`src/rtl/ntt_pkg.sv`:
```
// Shared NTT-side types and sizes: polynomial length, coefficient width,
// BRAM address width and the readout FSM state encoding.
package ntt_pkg;

    localparam int N          = 256;
    localparam int DATA_WIDTH = 12;
    localparam int ADDR_WIDTH = $clog2(N);

    typedef logic [DATA_WIDTH-1:0] coeff_t;
    typedef logic [ADDR_WIDTH-1:0] addr_t;

    typedef enum logic [1:0] {
        ST_IDLE  = 2'd0,
        ST_READ  = 2'd1,
        ST_DRAIN = 2'd2,
        ST_DONE  = 2'd3
    } rd_state_e;

    // True for the final coefficient index of a polynomial.
    function automatic logic is_last_idx(input addr_t idx);
        return idx == addr_t'(N - 1);
    endfunction

endpackage

```
`src/rtl/coeff_stream_reader_if.sv`:
```
// Coefficient result stream: valid/ready beats with a last marker.
interface coeff_stream_reader_if;
    import ntt_pkg::*;

    coeff_t m_tdata;
    logic   m_tvalid;
    logic   m_tready;
    logic   m_tlast;

    modport master (output m_tdata, output m_tvalid, output m_tlast, input m_tready);
    modport slave  (input m_tdata, input m_tvalid, input m_tlast, output m_tready);

endinterface

```
`src/rtl/coeff_skid_fifo.sv`:
```
// Small synchronous FIFO absorbing BRAM read latency ahead of the stream
// output. The head comes straight from the storage flops, so the output
// data has no combinational path from push/pop. Push and pop may coincide
// at any occupancy; a push while full is only taken together with a pop.
module coeff_skid_fifo
    import ntt_pkg::*;
#(
    parameter int DEPTH = 4
) (
    input  logic                       clk,
    input  logic                       rst,
    input  logic                       push,
    input  coeff_t                     din,
    input  logic                       pop,
    output coeff_t                     head,
    output logic                       empty,
    output logic [$clog2(DEPTH+1)-1:0] count
);

    localparam int CW = $clog2(DEPTH + 1);
    localparam int PW = (DEPTH > 1) ? $clog2(DEPTH) : 1;

    coeff_t          mem_q [DEPTH];
    coeff_t          mem_d [DEPTH];
    logic [PW-1:0]   rd_ptr_q, rd_ptr_d;
    logic [PW-1:0]   wr_ptr_q, wr_ptr_d;
    logic [CW-1:0]   count_q, count_d;
    logic            full;
    logic            do_push;
    logic            do_pop;

    function automatic logic [PW-1:0] ptr_inc(input logic [PW-1:0] p);
        return (p == PW'(DEPTH - 1)) ? '0 : p + 1'b1;
    endfunction

    assign empty = (count_q == '0);
    assign full  = (count_q == CW'(DEPTH));
    assign count = count_q;
    assign head  = mem_q[rd_ptr_q];

    // Next-state for storage, pointers and occupancy.
    always_comb begin
        do_pop   = pop && !empty;
        do_push  = push && (!full || do_pop);
        mem_d    = mem_q;
        rd_ptr_d = rd_ptr_q;
        wr_ptr_d = wr_ptr_q;
        if (do_push) begin
            mem_d[wr_ptr_q] = din;
            wr_ptr_d        = ptr_inc(wr_ptr_q);
        end
        if (do_pop) begin
            rd_ptr_d = ptr_inc(rd_ptr_q);
        end
        count_d = count_q + CW'(do_push) - CW'(do_pop);
    end

    // FIFO state register; storage clears too so the head reads 0 after reset.
    always_ff @(posedge clk or negedge rst) begin
        if (!rst) begin
            for (int i = 0; i < DEPTH; i++) mem_q[i] <= '0;
            rd_ptr_q <= '0;
            wr_ptr_q <= '0;
            count_q  <= '0;
        end else begin
            mem_q    <= mem_d;
            rd_ptr_q <= rd_ptr_d;
            wr_ptr_q <= wr_ptr_d;
            count_q  <= count_d;
        end
    end

endmodule

```
`src/rtl/coeff_stream_reader.sv`:
```
// Reads the N coefficients of one polynomial from the coefficient BRAM read
// port after start and presents them as a valid/ready stream. Reads are
// credit-gated on FIFO occupancy plus reads still in flight, so backpressure
// can never overflow the FIFO and m_tready never reaches bram_en
// combinationally.
// Optional build macro COEFF_CHECK_EN adds an `expected` input and a
// saturating `mismatch_cnt` output counting accepted beats that differ.
module coeff_stream_reader
    import ntt_pkg::*;
#(
    parameter int RD_LATENCY = 2,   // 1 or 2
    parameter int FIFO_DEPTH = 4    // at least RD_LATENCY + 1
) (
    input  logic                   clk,
    input  logic                   rst,
    input  logic                   start,
    output logic                   busy,
    output logic                   done,
    output logic                   bram_en,
    output addr_t                  bram_addr,
    input  coeff_t                 bram_dout,
`ifdef COEFF_CHECK_EN
    input  coeff_t                 expected,
    output logic [ADDR_WIDTH:0]    mismatch_cnt,
`endif
    coeff_stream_reader_if.master  m_axis
);

    localparam int CW = $clog2(FIFO_DEPTH + 1);

    rd_state_e               state_q, state_d;
    addr_t                   addr_q, addr_d;
    addr_t                   beat_q, beat_d;
    logic [CW-1:0]           inflight_q, inflight_d;
    logic [RD_LATENCY-1:0]   vld_pipe_q, vld_pipe_d;

    logic                    land;
    logic                    pop;
    logic                    credit_ok;
    logic                    fifo_empty;
    logic [CW-1:0]           fifo_count;
    coeff_t                  fifo_head;

    coeff_skid_fifo #(.DEPTH(FIFO_DEPTH)) u_fifo (
        .clk   (clk),
        .rst   (rst),
        .push  (land),
        .din   (bram_dout),
        .pop   (pop),
        .head  (fifo_head),
        .empty (fifo_empty),
        .count (fifo_count)
    );

    assign m_axis.m_tvalid = !fifo_empty;
    assign m_axis.m_tdata  = fifo_head;
    assign m_axis.m_tlast  = !fifo_empty && is_last_idx(beat_q);
    assign pop             = !fifo_empty && m_axis.m_tready;
    assign land            = vld_pipe_q[RD_LATENCY-1];
    assign bram_addr       = addr_q;
    assign busy            = (state_q == ST_READ) || (state_q == ST_DRAIN);
    assign done            = (state_q == ST_DONE);

    // Read-enable delay line: marks the cycle each issued read's data lands.
    always_comb begin
        vld_pipe_d    = '0;
        vld_pipe_d[0] = bram_en;
        for (int i = 1; i < RD_LATENCY; i++) vld_pipe_d[i] = vld_pipe_q[i-1];
    end

    // FSM next state, read issue, in-flight and beat counters.
    always_comb begin
        state_d   = state_q;
        addr_d    = addr_q;
        beat_d    = beat_q;
        bram_en   = 1'b0;
        credit_ok = (int'(fifo_count) + int'(inflight_q)) < FIFO_DEPTH;
        case (state_q)
            ST_IDLE: begin
                if (start) begin
                    state_d = ST_READ;
                    addr_d  = '0;
                    beat_d  = '0;
                end
            end
            ST_READ: begin
                bram_en = credit_ok;
                if (credit_ok) begin
                    // Address holds at N-1: the last read ends the READ phase.
                    if (is_last_idx(addr_q)) state_d = ST_DRAIN;
                    else                     addr_d  = addr_q + 1'b1;
                end
            end
            ST_DRAIN: begin
                // Leave as the FIFO goes empty (last beat accepted this
                // cycle), so done lands one cycle after the final beat.
                if (inflight_q == '0 &&
                    (fifo_empty || (fifo_count == CW'(1) && pop)))
                    state_d = ST_DONE;
            end
            ST_DONE: begin
                state_d = ST_IDLE;
                addr_d  = '0;
            end
            default: state_d = ST_IDLE;
        endcase
        if (pop) beat_d = beat_q + 1'b1;
        inflight_d = inflight_q + CW'(bram_en) - CW'(land);
    end

    // Control state register; reset discards any reads still in flight.
    always_ff @(posedge clk or negedge rst) begin
        if (!rst) begin
            state_q    <= ST_IDLE;
            addr_q     <= '0;
            beat_q     <= '0;
            inflight_q <= '0;
            vld_pipe_q <= '0;
        end else begin
            state_q    <= state_d;
            addr_q     <= addr_d;
            beat_q     <= beat_d;
            inflight_q <= inflight_d;
            vld_pipe_q <= vld_pipe_d;
        end
    end

`ifdef COEFF_CHECK_EN
    localparam logic [ADDR_WIDTH:0] MIS_MAX = (ADDR_WIDTH + 1)'(N);

    logic [ADDR_WIDTH:0] mis_q, mis_d;

    assign mismatch_cnt = mis_q;

    // Mismatch count: cleared on an accepted start, saturates at N.
    always_comb begin
        mis_d = mis_q;
        if (state_q == ST_IDLE && start)
            mis_d = '0;
        else if (pop && (fifo_head != expected) && (mis_q != MIS_MAX))
            mis_d = mis_q + 1'b1;
    end

    // Mismatch count register.
    always_ff @(posedge clk or negedge rst) begin
        if (!rst) mis_q <= '0;
        else      mis_q <= mis_d;
    end
`endif

endmodule

```
`src/flat_wrapper.sv`:
```
// flat-port wrapper written by rule: the top's interface ports become plain ports
module coeff_stream_reader_flat import ntt_pkg::*;
#(
    parameter int RD_LATENCY = 2,            
    parameter int FIFO_DEPTH = 4                              
)
  (clk, rst, start, busy, done, bram_en, bram_addr, bram_dout, m_axis_m_tdata, m_axis_m_tvalid, m_axis_m_tlast, m_axis_m_tready);
  coeff_stream_reader_if m_axis_i ();
  input  logic clk;
  input  logic rst;
  input  logic start;
  output logic busy;
  output logic done;
  output logic bram_en;
  output addr_t bram_addr;
  input  coeff_t bram_dout;
  output wire logic [$bits(m_axis_i.m_tdata)-1:0] m_axis_m_tdata;
  output wire logic [$bits(m_axis_i.m_tvalid)-1:0] m_axis_m_tvalid;
  output wire logic [$bits(m_axis_i.m_tlast)-1:0] m_axis_m_tlast;
  input wire logic [$bits(m_axis_i.m_tready)-1:0] m_axis_m_tready;
  assign m_axis_m_tdata = m_axis_i.m_tdata;
  assign m_axis_m_tvalid = m_axis_i.m_tvalid;
  assign m_axis_m_tlast = m_axis_i.m_tlast;
  assign m_axis_i.m_tready = m_axis_m_tready;
  coeff_stream_reader #(.RD_LATENCY(RD_LATENCY), .FIFO_DEPTH(FIFO_DEPTH)) u_core (.clk(clk), .rst(rst), .start(start), .busy(busy), .done(done), .bram_en(bram_en), .bram_addr(bram_addr), .bram_dout(bram_dout), .m_axis(m_axis_i));
endmodule
```
`config.mk`:
```
export PLATFORM = sky130hd
export DESIGN_NAME = coeff_stream_reader_flat
export DESIGN_NICKNAME = d
export VERILOG_FILES = /design/src/rtl/ntt_pkg.sv /design/src/rtl/coeff_stream_reader_if.sv /design/src/rtl/coeff_skid_fifo.sv /design/src/rtl/coeff_stream_reader.sv /design/src/flat_wrapper.sv
export SDC_FILE = /design/constraint.sdc
export NUM_CORES = 1
export LEC_CHECK = 0
export BUFFER_PORTS_ARGS = -buffer_cell sky130_fd_sc_hd__buf_4
export CORE_UTILIZATION = 35
export CTS_CLUSTER_SIZE = 40
export DETAILED_ROUTE_END_ITERATION = 10
export HOLD_SLACK_MARGIN = 0.1
export PLACE_DENSITY_LB_ADDON = 0.3
export SETUP_SLACK_MARGIN = 0.5
export SYNTH_ARGS = -nofsm -noshare
export SYNTH_HDL_FRONTEND = slang
export SYNTH_SLANG_ARGS = --single-unit
```
`constraint.sdc`:
```
create_clock -name clk -period 3.61 [get_ports clk]
set_clock_uncertainty 0.05 [all_clocks]
set_input_delay 0.5415 -clock clk [delete_from_list [all_inputs] [get_ports clk]]
set_output_delay 0.5415 -clock clk [all_outputs]
set_load 0.05 [all_outputs]
```
### After elaboration in Yosys (flattened, before gate mapping)

Cells that the tools add are included.

* add/sub/neg operators: 9
* $lt $le $gt $ge: 4
* equal/unequal tests: 14
* mux-type cells: 20
* bitwise gates (word level): 2
* reductions and logical operators: 21

Operators with widths (number)
* $bwmux 48: 1
* $mux 8: 5
* $mux 12: 3
* $lt 32x4->1 const B: 1
* $bmux 12 s2: 1
* $demux 12 s2: 1
* $pmux 8 s3: 1
* $add 8x1->8 const B: 2
* $eq 8x8->1 const B: 2
* $mux 2: 6
* $eq 2x2->1 const B: 4
* $ne 2x2->1 const B: 4
* $pmux 2 s4: 1
* $reduce_and 4->1: 2
* $logic_and 1x1->1: 7
* $add 3x1->3: 2
* $ge 3x3->1 const B: 2
* $logic_not 3->1: 2
* $not 2->3: 2
* $sub 3x1->3: 2
* $add 2x1->2 const B: 2
* $add 3x3->4: 1
* $reduce_bool 2->1: 2
* $eq 3x1->1 const B: 1
* 10 further kinds: 13

* flip-flop bits (word level): 78
* input port bits: 16
* output and inout bits: 25
* logic and storage cells: 82

### Logic depth before layout (Yosys ltp)

Gate-level depths: netlist (run 1).

* depth in word-level cells: 8
* gate-level depth with buffers: 11
* depth with buffers taken out: 11

### By module

A second synthesis (run 1) with hierarchy kept.

* cell total of the unflattened synthesis: 292
* area total of the unflattened synthesis: 3838.7 sq um

Modules (own cells, without submodules)
* coeff_skid_fifo: times used 1, cells each 156, area each 2513.7 sq um
* coeff_stream_reader: times used 1, cells each 136, area each 1325.0 sq um

### Worst setup path after synthesis (run 1)

No wires, ideal clock.

* path kind: register to register
* start: reg u_core.u_fifo.count_q[1], in the netlist u_core.u_fifo.count[1]
* end: reg u_core.u_fifo.count_q[2], in the netlist u_core.u_fifo.count[2]
* setup time: 0.127 ns
* data arrival time: 2.482 ns
* required time: 3.433 ns
* path slack: 0.951 ns
* cell stages (with the launch flop): 11
* clock period less this slack: 2.659 ns
* cells stage by stage: dfrtp_1 > or3_1 > nand2_1 > inv_2 > ha_1 > inv_1 > ha_1 > inv_1 > fa_1 > xnor2_1 > xnor2_1

* longest elaborated chain between the ends: 8

RTL lines
* from (decl): line coeff_skid_fifo.sv:27 `logic [CW-1:0] count_q, count_d;`
* from (signal assigned): line coeff_skid_fifo.sv:69 `count_q <= count_d;`
* $logic_not 3->1 *: line coeff_skid_fifo.sv:36 `assign empty = (count_q == '0);`
* $logic_not 1->1 *
* net m_axis_m_tvalid: line flat_wrapper.sv:18 `output wire logic [$bits(m_axis_i.m_tvalid)-1:0] m_axis_m_tvalid;`
* $logic_and 1x1->1: line coeff_stream_reader.sv:58 `assign pop = !fifo_empty && m_axis.m_tready;`
* $logic_and 1x1->1 *: line coeff_skid_fifo.sv:43 `do_pop = pop && !empty;`
* net u_core.u_fifo.do_pop: line coeff_skid_fifo.sv:30 `logic do_pop;`
* $logic_or 1x1->1: line coeff_skid_fifo.sv:44 `do_push = push && (!full || do_pop);`
* $logic_and 1x1->1: line coeff_skid_fifo.sv:44
* $add 3x1->3: line coeff_skid_fifo.sv:55 `count_d = count_q + CW'(do_push) - CW'(do_pop);`
* $sub 3x1->3 *: line coeff_skid_fifo.sv:55
* net u_core.u_fifo.count_d[2]: line coeff_skid_fifo.sv:27

Mark *: on every way through the listed nets, which the timed path passes. The rest lies on a longest branch.
A chain may end at the register's enable or synchronous reset.

### Worst setup path after layout (run 1)

* start: reg u_core.u_fifo.count_q[1], in the netlist u_core.u_fifo.count[1]
* end: reg u_core.inflight_q[2]

* longest elaborated chain between the ends: 5

RTL lines
* $add 3x3->4: line coeff_stream_reader.sv:77 `credit_ok = (int'(fifo_count) + int'(inflight_q)) < FIFO_DEPTH;`
* $lt 32x4->1: line coeff_stream_reader.sv:77
* $mux 1: line coeff_stream_reader.sv:78 `case (state_q)`
* $add 3x1->3: line coeff_stream_reader.sv:108 `inflight_d = inflight_q + CW'(bram_en) - CW'(land);`
* $sub 3x1->3: line coeff_stream_reader.sv:108
* net u_core.inflight_d[2]: line coeff_stream_reader.sv:34 `logic [CW-1:0] inflight_q, inflight_d;`
* to (signal assigned): line coeff_stream_reader.sv:123 `inflight_q <= inflight_d;`
* to (decl): line coeff_stream_reader.sv:34

The timed path passes the listed nets, and every way through them passes these cells.

==> impl_results.md, run 1 <==
* Status: finished, final reports clean
* RD Place Congestion at 0.723
* Starting Density at 36.5%
* Total number of vias at 2423
* Syn Inst Count at 295
* DP HPWL at 4.85 mm
* Reg2reg end: u_core.inflight_q[2]$_DFF_PN0_
* Die Width at 106 um
* Final period util at 79.4%
* Maximum vdd ir drop at 597 uV
* Sink Count at 78
* Max Cap Viol at 0
* Endpoints failing setup at 0
* 1st-iter DRT viols at 72
* Max Fclk at 349 MHz
* Post_cts resized at 0
* DP Worst Slack at 0.757 ns
* Core area at 10400 um^2
* Post-route design area at 4420 um^2
* Type of the worst setup path: flip-flop to flip-flop
* Synth unique cells at 49
* Slew Viols, Final at 0
* Maximum fanout along the worst path at 9
* Most frequent cells in the layout: dfrtp_1 (78), mux2_2 (48), buf_4 (41)
* Post-synthesis adder-cell area fraction at 6.65%
* N_diodes at 0
* Synth Area in XOR/XNOR at 0.922%
* Share of the synthesized area in the top cell type at 51.3%
* Period minus WS final at 2.87 ns
* Post-synthesis net count at 330
* Commonest non-fill, non-tap cell in the layout: dfrtp_1
* Slew headroom at 32.9%
* Static leakage at 1.97 nW
* Syn-to-layout area delta at 16.3%
* Mux contribution to synthesized area at 21.9%
* RR Startpoint: u_core.u_fifo.count[1]$_DFF_PN0_
* R2r worst-path depth at 11
* Fillcell total at 995
* Post-synth EDFFs at 0
* Finished Layout Cells at 478
* Pwr per Cell Area at 973 nW/um^2
* Die Ht at 106 um
* Total global routing track utilization at 14.0%
* Simple-gate area share of the yosys netlist at 10.3%
* Vias in the first global route at 2472
* Antenna viol nets, final at 0
* Post-synth top area cell: dfrtp_1
* Dpl cell area at 4230 um^2
* Root Driver: clkbuf_8
* Worst setup SP type: flip-flop
* Core Rows at 37
* Die area at 11300 um^2
* Postcts setup bufs at 0
* Top post-synthesis cells by area: dfrtp_1 (51%), mux2_2 (14%), mux4_2 (7.1%)
* Hold Fails Final Rpt at 0
* Clock Path Buffers at 2
* CTS tree: yes
* Clock slew at reported path FFs at 0.09 ns
* FF+latch count, synth at 78
* Fraction of registers with async set/reset at 100%
* Ratio of cells with drive above 1 in the final layout at 36.5%
* Syn Area/Cell at 12.9 um^2
* Pre-Repair DR Iteration Count at 4
* Reg2Reg Setup Slack at 0.74 ns
* Port Buffers at 40
* Synthesized area at 3800 um^2
* YS warnings at 0
* DR vias/cell at 5.07
* Cts bufs inserted at 9
* WP data required at 3.80 ns
* DR WL/cell at 15.1 um
* Ys flop type: dfrtp_1
* Nets at 372
* Hold crit path type: input port to asynchronous set/reset pin
* Sequential fraction of the synthesis area at 51.3%
* Crit path DAT at 3.05 ns
* Initial antenna violation count at 0
* Main combinational cell family by area after synthesis: multiplexers
* DRC at 0
* Grt ovf at 0
* Placed insts at 462
* Total Wirelength at 7.23 mm
* Final WS setup at 0.744 ns
* Critical path endpoint category: flip-flop
* RSZ-0062 raised after global routing: false
* Global-route wire length before repair at 12.3 mm
* Slew @ Worst Pin at 1.01 ns
* Setup TNS at 0 ns
* Maximum number of pins on one net before global-route repair at 79
* Compound-Gate Fraction of Synth Area at 6.25%
* Worst skew pair latency at 0.34 ns
* Boundary Pins at 41
* # hold bufs at CTS at 0
* CTS HTree Levels at 3
registers in the layout, summed over array words and instances (netlist names):
register / cells
u_core.u_fifo.rd_ptr_q: 2
u_core.state_q: 2
u_core.u_fifo.wr_ptr_q: 2
u_core.u_fifo.count: 3
u_core.beat_q: 8
u_core.bram_addr: 8
u_core.vld_pipe_q: 2
u_core.inflight_q: 3
u_core.u_fifo.mem_q: 48
cell families (layout without fill, tap and decap cells):
kind of cell	count (synthesis)	after routing
buffers and inverters	25	72
AOI/OAI and AO/OA	34	34
and+or+nand+nor	73	73
DFF	78	78
muxes	62	62
xor gates and xnor gates	4	4
adders and majority gates	19	19
synthesized netlist by cell type (2+ instances only):
master,number
a211oi_1,2
a21oi_1,3
and2_1,3
and3_1,5
and4_1,2
buf_2,6
clkbuf_1,3
dfrtp_1,78
fa_1,2
ha_1,17
inv_1,14
mux2_2,48
mux4_2,12
nand2_1,28
nand3_1,10
nand4_1,2
nor2_1,8
nor3_1,2
o211ai_1,2
o21ai_0,13
o31ai_1,2
or3_1,2
or4_1,2
xnor2_1,4
worst max-delay path: stages (launching register included):
cell,delay (ns)
dfrtp_1,0.47
ha_1,0.33
and3_4,0.18
nor4_4,0.39
nand2_1,0.15
ha_1,0.32
inv_1,0.05
ha_1,0.12
inv_1,0.04
fa_1,0.38
xnor2_1,0.15
xnor2_1,0.12
cell type report:
| type | count | area, um^2 | area share [%] |
|---|---|---|---|
| clock buffers | 9 | 124 | 2.80 |
| clock inverters | 7 | 63.8 | 1.44 |
| inverters | 15 | 56.3 | 1.27 |
| multi-input cells | 192 | 1750 | 39.5 |
| flip-flops and latches | 78 | 1950 | 44.1 |
| well taps | 136 | 170 | 3.85 |
| repair buffers | 41 | 308 | 6.96 |
stage by stage:
stage | total power, mW | hold WS, ns | util, %
after detailed placement | 3.72 | 0.298 | 40.6
after global placement | 3.64 | 0.287 | 40.6
after floorplan | 3.17 | 0.196 | -
after CTS | 4.37 | 0.307 | 42.5
final | 4.30 | 0.297 | 42.5
after global routing | 4.61 | 0.327 | 42.5
where the power goes:
group / internal (mW) / switching [mW]
Sequential: 1.26 / 0.288
Combinational: 0.924 / 1.20
Clock: 0.267 / 0.364
per-layer routing:
layer | up-vias | wire length, um | global-route usage (%)
met3 | 9 | 269 | 2.70
met4 | 0 | 96 | 5.06
met1 | 1205 | 3380 | 18.9
li1 | 1160 | - | -
met5 | - | 0 | 0
met2 | 49 | 3490 | 22.4
worst max-delay path by stage:
stage	startpoint	to	slack, ns	cells after the start
finish	u_core.u_fifo.count[1]$_DFF_PN0_	u_core.inflight_q[2]$_DFF_PN0_	0.74	11
global route	u_core.u_fifo.count[1]$_DFF_PN0_	u_core.u_fifo.count[2]$_DFF_PN0_	0.54	10
CTS	u_core.u_fifo.count[1]$_DFF_PN0_	u_core.inflight_q[2]$_DFF_PN0_	0.72	11
detailed placement	u_core.u_fifo.count[1]$_DFF_PN0_	u_core.inflight_q[2]$_DFF_PN0_	0.76	11
global placement	u_core.u_fifo.count[1]$_DFF_PN0_	u_core.inflight_q[2]$_DFF_PN0_	0.85	11
floorplan	u_core.u_fifo.count[1]$_DFF_PN0_	u_core.u_fifo.count[2]$_DFF_PN0_	0.95	10
Power figures use the tool's default switching activity.
==> run 2, diff against run 1 <==
ABC_AREA = 1   (was unset)
clock period = 2.8 ns   (was 3.61 ns; I/O delays follow)
==> impl_results.md, run 2 <==
* Status: complete, but fails checks
* Failing checks: design-rule violations
* Compound-Gate Fraction of Synth Area at 13.5%
* Core area at 11500 um^2
* Die Width at 111 um
* Type of the worst setup path: flip-flop to flip-flop
* Syn Area/Cell at 8.11 um^2
* DP HPWL at 6.06 mm
* Fillcell total at 1169
* Maximum vdd ir drop at 937 uV
* Max Fclk at 444 MHz
* DR vias/cell at 4.95
* Port Buffers at 40
* Pre-Repair DR Iteration Count at 8
* Max Cap Viol at 0
* Setup TNS at 0 ns
* Final period util at 80.4%
* Fin util at 43.6%
* Seq. cell area at 1950 um^2
* Nets at 597
* CTS HTree Levels at 3
* WP data required at 2.96 ns
* Root Driver: clkbuf_16
* Clock Path Buffers at 2
* Vias in the first global route at 3337
* Pwr per Cell Area at 1310 nW/um^2
* Period minus WS final at 2.25 ns
* Busiest grt layer: met2
* Synth cell count leaders: nand2_1 (151), dfrtp_1 (78), o21ai_1 (54)
* Slew headroom at 32.8%
* Initial antenna violation count at 0
* Clock power share at 19.2%
* Synth unique cells at 29
* DP Worst Slack at 0.242 ns
* Top reg by flops: u_core.u_fifo.mem_q
* Flop pwr share at 29.8%
* DR WL/cell at 13.9 um
* N_diodes at 0
* Most frequent cells in the layout: nand2_1 (150), dfrtp_1 (76), buf_4 (59)
* Synth Area in XOR/XNOR at 0.631%
* Placed insts at 677
* Cts bufs inserted at 9
* Share of the synthesized area in the top cell type at 46.9%
* Top post-synthesis cells by area: dfrtp_1 (47%), nand2_1 (14%), o21ai_1 (6.5%)
* Clock slew at reported path FFs at 0.06 ns
* Post-synthesis net count at 548
* Global-route wire length before repair at 16.5 mm
* Logic pwr share at 51.0%
* Commonest non-fill, non-tap cell in the layout: nand2_1
* Fraction of registers with async set/reset at 100%
* Final WS setup at 0.550 ns
* Hold crit path type: input port to asynchronous set/reset pin
* Post-synthesis adder-cell area fraction at 6.07%
* Multi-input logic area at 1950 um^2
* Critical path endpoint category: flip-flop
* Grt ovf at 0
* DRC at 8
* RD Place Congestion at 0.801
* M2 GR Usage at 27.2%
* Die area at 12300 um^2
* Total global routing track utilization at 16.8%
* Simple-gate area share of the yosys netlist at 25.2%
* CTS tree: yes
* Most frequent cell after synthesis: nand2_1
* Total Wirelength at 9.86 mm
* Boundary Pins at 41
* Maximum fanout along the worst path at 2
* Antenna viol nets, final at 0
* Max FFs per register at 48
* # hold bufs at CTS at 0
* Sequential fraction of the synthesis area at 46.9%
* Total Power at 6.56 mW
* Slew Viols, Final at 0
* Post-synth EDFFs at 0
* Total number of vias at 3515
* Post-synth top area cell: dfrtp_1
* Hold Fails Final Rpt at 0
* Maximum number of pins on one net before global-route repair at 79
* Syn-to-layout area delta at 20.6%
* Ratio of cells with drive above 1 in the final layout at 21.7%
* Endpoints failing setup at 0
* Synthesized area at 4160 um^2
* FF+latch count, synth at 78
* 1st-iter DRT viols at 174
* Syn Inst Count at 513
* Sw Ratio at 46.8%
* Cell-internal power at 3.49 mW
* Die Ht at 111 um
* Static leakage at 2.51 nW
* Worst setup SP type: flip-flop
* Mux contribution to synthesized area at 0%
* GR Layer Usage met1 at 22.3%
* RSZ-0062 raised after global routing: true
* Sink Count at 78
* Starting Density at 36.1%
* Net switching power at 3.07 mW
* Ys flop type: dfrtp_1
* Core Rows at 39
* Crit path DAT at 2.41 ns
* Main combinational cell family by area after synthesis: simple AND/OR/NAND/NOR gates
* Slew @ Worst Pin at 1.01 ns
* Finished Layout Cells at 710
* Worst skew pair latency at 0.34 ns
* YS warnings at 0
* Met3 Use GR at 3.44%
## run 2: cell types whose count changed in the layout (fill, tap and decap cells not counted), moves of 7 or more
cell | before | now
clkbuf_8 | 9 | 0
nand2_2 | 1 | 11
mux2_2 | 48 | 0
nor2_2 | 0 | 7
o21ai_0 | 13 | 30
mux4_2 | 12 | 0
nor2_1 | 8 | 44
o22ai_1 | 0 | 12
clkbuf_16 | 0 | 9
buf_4 | 41 | 59
nand2_1 | 28 | 150
inv_1 | 14 | 34
o21ai_1 | 0 | 54
## run 2: repair_timing
item | in CTS | in global routing
resized for setup | 7 | 11
buffers inserted | 6 | 11
pin swaps | 3 | 6
setup endpoints to repair | 16 | 9
## run 2: critical path, cell delays in order (launching register included)
cell,delay (ns)
dfrtp_1,0.40
ha_1,0.29
nor2_2,0.13
nand3_4,0.09
nor2_4,0.09
inv_1,0.04
ha_1,0.27
inv_1,0.06
ha_2,0.15
inv_1,0.04
fa_1,0.37
xnor2_1,0.14
## run 2: final timing paths
path / startpoint / endpoint / slack [ns] / cells past startpoint
max: u_core.inflight_q[2]$_DFF_PN0_ / u_core.inflight_q[2]$_DFF_PN0_ / 0.55 / 11
min: rst / u_core.u_fifo.mem_q[3]$_DFFE_PN0P_ / 0.21 / 1
max reg2reg: u_core.inflight_q[2]$_DFF_PN0_ / u_core.inflight_q[2]$_DFF_PN0_ / 0.55 / 11
min reg2reg: u_core.vld_pipe_q[0]$_DFF_PN0_ / u_core.vld_pipe_q[1]$_DFF_PN0_ / 0.30 / 0
max in group asynchronous: rst / u_core.u_fifo.count[1]$_DFF_PN0_ / 1.79 / 1
min in group clk: bram_dout[8] / u_core.u_fifo.mem_q[44]$_DFFE_PN0P_ / 0.26 / 3
## run 2: cells by family after synthesis
logic type	after synthesis
xor gates and xnor gates	3
and+or+nand+nor	244
adders and majority gates	19
buffers and inverters	64
DFF	78
AOI/OAI and AO/OA	105
## run 2: per-layer routing
layer  vias to the layer above  share of wire (%)
met5                         -                  0
met4                         0                1.3
met3                        12                4.3
met2                        89                 48
met1                      1658                 46
li1                       1756                  -
## run 2: power by group through the flow
stage          Combinational [mW]  Clock (mW)  Sequential [mW]
2_1_floorplan                2.40           0             1.92
3_3_place_gp                 3.05           0             1.95
3_5_place_dp                 3.11           0             1.97
4_1_cts                      3.23        1.30             1.94
5_1_grt                      3.69        1.33             2.01
6_report                     3.35        1.26             1.96
## run 2: through the flow
step,hold slack [ns],instance area [um^2]
floorplan,0.0744,4170
global placement,0.288,4510
detailed placement,0.300,4510
CTS,0.241,4900
global route,0.263,5020
finish,0.205,5020
## run 2: cell type report
| type | count | area share [%] |
|---|---|---|
| clock inverter | 7 | 1.92 |
| clock buffer | 9 | 4.49 |
| multi-input combinational | 371 | 38.8 |
| tap | 143 | 3.56 |
| inverter | 42 | 3.29 |
| timing repair buffer | 60 | 9.05 |
| sequential | 78 | 38.9 |
